File: src/rtl/mem_arbiter_pkg.sv
// Shared constants for the memory arbiter: FSM state encoding and owner IDs.
package mem_arbiter_pkg;

  localparam logic [1:0] ST_IDLE  = 2'd0;
  localparam logic [1:0] ST_ISSUE = 2'd1;
  localparam logic [1:0] ST_WAIT  = 2'd2;

  localparam logic OWN_CPU = 1'b0;
  localparam logic OWN_HST = 1'b1;

endpackage

File: src/rtl/mem_arbiter_rr_pick2.sv
// Two-way round-robin picker: on a tie the requester that was not served
// last wins; otherwise the single eligible requester wins.
module rr_pick2
  import mem_arbiter_pkg::*;
(
  input  logic elig_cpu,
  input  logic elig_hst,
  input  logic last_owner,
  output logic valid,
  output logic winner
);

  // Select the winner from the eligibility bits and the previous owner
  always_comb begin
    valid  = elig_cpu | elig_hst;
    winner = OWN_CPU;
    if (elig_cpu && elig_hst) begin
      winner = ~last_owner;
    end else if (elig_hst) begin
      winner = OWN_HST;
    end else begin
      winner = OWN_CPU;
    end
  end

endmodule

File: src/rtl/mem_arbiter.sv
// Memory arbiter: shares one single-port synchronous memory between the CPU
// datapath and the host loader/debug port, one access in flight at a time.
// Each access takes IDLE -> ISSUE -> WAIT; the host lock removes the CPU
// from arbitration and stalls its sequence counter.
module mem_arbiter
  import mem_arbiter_pkg::*;
#(
  parameter int AW = 8,
  parameter int DW = 16
) (
  input  logic          clk,
  input  logic          reset,
  input  logic          cpu_req,
  input  logic          cpu_we,
  input  logic [AW-1:0] cpu_addr,
  input  logic [DW-1:0] cpu_wdata,
  output logic          cpu_gnt,
  output logic          cpu_done,
  output logic [DW-1:0] cpu_rdata,
  input  logic          hst_req,
  input  logic          hst_we,
  input  logic [AW-1:0] hst_addr,
  input  logic [DW-1:0] hst_wdata,
  output logic          hst_gnt,
  output logic          hst_done,
  output logic [DW-1:0] hst_rdata,
  input  logic          hst_lock,
  output logic          cpu_stall,
  output logic [AW-1:0] mem_ad,
  output logic          mem_we,
  output logic [DW-1:0] mem_idat,
  input  logic [DW-1:0] mem_dat
);

  logic [1:0]    state;
  logic [1:0]    state_nxt;
  logic          owner;       // also serves as last_owner for arbitration
  logic          owner_nxt;
  logic          op_we;       // remembers whether the access in flight writes
  logic          op_we_nxt;
  logic          elig_cpu;
  logic          elig_hst;
  logic          pick_valid;
  logic          pick_winner;

  logic          cpu_gnt_nxt;
  logic          cpu_done_nxt;
  logic [DW-1:0] cpu_rdata_nxt;
  logic          hst_gnt_nxt;
  logic          hst_done_nxt;
  logic [DW-1:0] hst_rdata_nxt;
  logic [AW-1:0] mem_ad_nxt;
  logic          mem_we_nxt;
  logic [DW-1:0] mem_idat_nxt;

  // The CPU drops out of arbitration the same cycle the lock is raised
  assign elig_cpu = cpu_req & ~hst_lock;
  assign elig_hst = hst_req;

  rr_pick2 u_pick (
    .elig_cpu   (elig_cpu),
    .elig_hst   (elig_hst),
    .last_owner (owner),
    .valid      (pick_valid),
    .winner     (pick_winner)
  );

  // State register
  always_ff @(posedge clk or posedge reset) begin
    if (reset) begin
      state <= ST_IDLE;
    end else begin
      state <= state_nxt;
    end
  end

  // Next-state logic: requests are only considered in IDLE
  always_comb begin
    state_nxt = ST_IDLE;
    case (state)
      ST_IDLE:  state_nxt = pick_valid ? ST_ISSUE : ST_IDLE;
      ST_ISSUE: state_nxt = ST_WAIT;
      ST_WAIT:  state_nxt = ST_IDLE;
      default:  state_nxt = ST_IDLE;
    endcase
  end

  // Output logic: next values for the registered outputs and access context
  always_comb begin
    cpu_gnt_nxt   = 1'b0;
    cpu_done_nxt  = 1'b0;
    hst_gnt_nxt   = 1'b0;
    hst_done_nxt  = 1'b0;
    mem_we_nxt    = 1'b0;
    cpu_rdata_nxt = cpu_rdata;
    hst_rdata_nxt = hst_rdata;
    mem_ad_nxt    = mem_ad;
    mem_idat_nxt  = mem_idat;
    owner_nxt     = owner;
    op_we_nxt     = op_we;
    case (state)
      ST_IDLE: begin
        if (pick_valid) begin
          owner_nxt = pick_winner;
          if (pick_winner == OWN_HST) begin
            hst_gnt_nxt  = 1'b1;
            mem_ad_nxt   = hst_addr;
            mem_we_nxt   = hst_we;
            mem_idat_nxt = hst_wdata;
            op_we_nxt    = hst_we;
          end else begin
            cpu_gnt_nxt  = 1'b1;
            mem_ad_nxt   = cpu_addr;
            mem_we_nxt   = cpu_we;
            mem_idat_nxt = cpu_wdata;
            op_we_nxt    = cpu_we;
          end
        end else begin
          mem_we_nxt = 1'b0;
        end
      end
      ST_ISSUE: begin
        mem_we_nxt = 1'b0;
      end
      ST_WAIT: begin
        // mem_dat now holds the word addressed during ISSUE
        if (owner == OWN_HST) begin
          hst_done_nxt = 1'b1;
          if (!op_we) begin
            hst_rdata_nxt = mem_dat;
          end else begin
            hst_rdata_nxt = hst_rdata;
          end
        end else begin
          cpu_done_nxt = 1'b1;
          if (!op_we) begin
            cpu_rdata_nxt = mem_dat;
          end else begin
            cpu_rdata_nxt = cpu_rdata;
          end
        end
      end
      default: begin
        mem_we_nxt = 1'b0;
      end
    endcase
  end

  // Output and access-context registers; reset leaves the host as last owner
  always_ff @(posedge clk or posedge reset) begin
    if (reset) begin
      cpu_gnt   <= 1'b0;
      cpu_done  <= 1'b0;
      cpu_rdata <= {DW{1'b0}};
      hst_gnt   <= 1'b0;
      hst_done  <= 1'b0;
      hst_rdata <= {DW{1'b0}};
      mem_ad    <= {AW{1'b0}};
      mem_we    <= 1'b0;
      mem_idat  <= {DW{1'b0}};
      owner     <= OWN_HST;
      op_we     <= 1'b0;
    end else begin
      cpu_gnt   <= cpu_gnt_nxt;
      cpu_done  <= cpu_done_nxt;
      cpu_rdata <= cpu_rdata_nxt;
      hst_gnt   <= hst_gnt_nxt;
      hst_done  <= hst_done_nxt;
      hst_rdata <= hst_rdata_nxt;
      mem_ad    <= mem_ad_nxt;
      mem_we    <= mem_we_nxt;
      mem_idat  <= mem_idat_nxt;
      owner     <= owner_nxt;
      op_we     <= op_we_nxt;
    end
  end

  // CPU stall follows the host lock one cycle later
  always_ff @(posedge clk or posedge reset) begin
    if (reset) begin
      cpu_stall <= 1'b0;
    end else begin
      cpu_stall <= hst_lock;
    end
  end

endmodule

File: config.mk
export PLATFORM = sky130hd
export DESIGN_NAME = mem_arbiter
export DESIGN_NICKNAME = d
export VERILOG_FILES = /design/src/rtl/mem_arbiter_pkg.sv /design/src/rtl/mem_arbiter_rr_pick2.sv /design/src/rtl/mem_arbiter.sv
export SDC_FILE = /design/constraint.sdc
export NUM_CORES = 1
export LEC_CHECK = 0
export CORE_MARGIN = 3
export CORE_UTILIZATION = 45
export CTS_CLUSTER_SIZE = 28
export DETAILED_ROUTE_END_ITERATION = 7
export GPL_ROUTABILITY_DRIVEN = 0
export HOLD_SLACK_MARGIN = 0.03
export PLACE_DENSITY_LB_ADDON = 0.08
export SLEW_MARGIN = 25
export SYNTH_ARGS = -nofsm -noshare
export SYNTH_HDL_FRONTEND = slang
export SYNTH_SLANG_ARGS = --single-unit
File: constraint.sdc
create_clock -name clk -period 3.7 [get_ports clk]
set_input_delay 0.74 -clock clk [delete_from_list [all_inputs] [get_ports clk]]
set_output_delay 0.74 -clock clk [all_outputs]
set_load 0.02 [all_outputs]
==> impl_results.md <==
- Setup Buffers After CTS: 0
- Clock Tree Buf Depth: 2
- Port Buffers: around 130
- Required @ worst endpoint: about 3900 ps
- Worst setup SP type: input pin
- Synth Cell Area: around 3000 um^2
- DR iter-0 viols: between 80 and 90
- WL final: slightly above 8000 um
- Measured slew at the worst slew-check pin: about 850 ps
- First-pass GRT wire length: approximately 13000 um
- Critical Path AT: between 2000 and 2500 ps
- Number of diodes: 0
- Clock Root Buffer: clkbuf_8
- Worst-path clk slew: ~70 ps
- Dpl cell area: 4380 um^2
- CTS tree: done
- Vias in the first global route: roughly 2600
- Mapped Avg Cell Area: ~11 um^2
- Main flop type after synthesis: dfrtp_1
- Largest net degree at the start of global routing: 40
- Design Power: approximately 3.6 mW
- Final period utilization: 0.578
- Via count: ~2600
- Gr ovfl total: 0
- Total CTS buffers: 9
- Routed WL per cell: roughly 17 um
- Rel. slew slack: 0.436
- Sink Count: 66
- # setup viols final: 0
- Met3 WL post-DR: a little under 600 um
- Asr flop ratio synth: 1.00
- Core Footprint: ~6500 um^2
- Row cnt: 29
- Vias per inst: 5.44
- Synthesized instance count: ~270
- NumNets Final: ~460
- Clk_skew: a little over 8 ps
- Power per cell area: a little under 800 nW/um^2
- Count leader, synth: dfrtp_1
- Routed Antenna Nets: 0
- Die Span Y: between 80 and 90 um
- Fillers: 513
- Run status: complete, no violations
- Hold Crit Class: flop to flop
- Layout cells sized above 1: 0.141
- FF+latch count, synth: 66
- WL met1: 3340 um
- Hold Vio Cnt, Final: 0
- Layout Utilization: 0.704
- RSZ-0062 raised after global routing: no
- Yosys cell types: 25
- Worst setup EP type: flop
- Worst-Skew Late Latency: 330 ps
- TNS Setup: 0 ps
- PostCTS Resize Cnt: 0
- VDD IR max: 0.355 mV
- DPL Wire Length: between 5000 and 6000 um
- DIE AREA: slightly below 8000 um^2
- Drt pass-1 iters: 5
- Crit-path max FO: 25
- Cell leakage power: just under 2 nW
- Final Hold Slack: 462 ps
- Post-synth top area share: 0.533
- Met2 Routed Length: between 4000 and 5000 um
- Crit Path Class: input pin to flop
- Htree depth: 3
- Max-cap viol count: 0
- Yosys warns: 0
- Layout overhead on the synthesized area: 49.0%
- Final instance area: about 4500 um^2
- Final max-slew violation count: 0
- # DRC: 0
- Tmin final: roughly 2100 ps
- Post-synth EDFFs: 0
- Die X-Extent: roughly 88 um
- Register area share after synthesis: 0.541
- Starting Density: 0.473
- # IOs: around 130
- Total Routing Usage GR: 0.217
- Post-cts hold buffer count: 0
- Highest metal used: met4
- Commonest cells post-synth: dfrtp_1 (65), mux2_2 (31), inv_1 (28)
- Initial antenna violation count: 0
- Synth area leader: dfrtp_1
- Fmax: around 470 MHz
- Synthesized net count: about 340
- Top post-synthesis cells by area: dfrtp_1 (53%), mux2_2 (11%), a221oi_1 (7.2%)
## logic make-up (layout without fill, tap and decap cells)
| kind of cell | count (synthesis) | count (layout) | synth area share |
|---|---|---|---|
| buf+inv | 53 | 183 | 0.0820 |
| simple gates | 37 | 37 | 0.0758 |
| flops | 66 | 66 | 0.541 |
| compound gates | 79 | 79 | 0.183 |
| mux | 32 | 32 | 0.118 |
## sequential cells by signal, summed over array words and instances, names as in the netlist, 2 cells and up
| name | flops |
|---|---|
| cpu_rdata | 16 |
| hst_rdata | 16 |
| mem_idat | 16 |
| mem_ad | 8 |
| state | 2 |
## final cells by class
cell class	count	area, um^2	share of cell area
Sequential cell	66	1650	0.363
Timing Repair Buffer	139	1370	0.302
Multi-Input combinational cell	148	1150	0.253
Clock buffer	11	141	0.0311
Inverter	28	105	0.0231
Tap cell	77	96.3	0.0212
Clock inverter	5	30.0	0.00660
## layer usage
layer,global-route usage,up-vias
li1,-,1198
met1,0.287,1258
met2,0.355,120
met3,0.0531,4
met4,0.0673,0
met5,0,-
## worst paths after layout
path | from | endpoint | slack [ps] | depth (start not counted)
max | hst_lock | op_we$_DFFE_PP0P_ | 1560 | 4
min | state[1]$_DFF_PP0_ | state[1]$_DFF_PP0_ | 460 | 1
max reg2reg | owner$_DFFE_PP1P_ | hst_rdata[6]$_DFFE_PP0P_ | 1780 | 3
min reg2reg | state[1]$_DFF_PP0_ | state[1]$_DFF_PP0_ | 460 | 1
max in group asynchronous | reset | hst_rdata[5]$_DFFE_PP0P_ | 2060 | 3
min in group asynchronous | reset | mem_ad[2]$_DFFE_PP0P_ | 870 | 2
## worst max-delay path, cell delays in order
cell,delay [ps]
clkdlybuf4s50_1,450
and3b_1,790
o21ai_0,230
a22oi_1,180
## stage by stage
stage / worst slack [ps] / std cells
after CTS: 1570 / 474
final: 1560 / 474
after floorplan: 1310 / 267
after global placement: 1260 / 458
after detailed placement: 1220 / 458
after global routing: 1450 / 474
## cells in the final DEF, fill, tap and decap left out, types with 3 or more instances in the layout
| cell | Yosys | layout |
|---|---|---|
| a22oi_1 | 25 | 25 |
| and2_1 | 27 | 27 |
| inv_1 | 28 | 27 |
| dfrtp_1 | 65 | 65 |
| clkinv_2 | 0 | 3 |
| clkdlybuf4s50_1 | 0 | 132 |
| buf_4 | 1 | 7 |
| o21ai_1 | 3 | 3 |
| o21ai_0 | 22 | 22 |
| clkbuf_8 | 0 | 10 |
| mux2_2 | 31 | 31 |
| a221oi_1 | 25 | 25 |
## report_power, final
group / internal (mW) / total, mW / switching [mW]
registers: 1.07 / 1.25 / 0.186
clock network: 0.258 / 0.528 / 0.270
logic: 0.929 / 1.84 / 0.907
total: 2.26 / 3.62 / 1.36
Power figures use the tool's default switching activity.
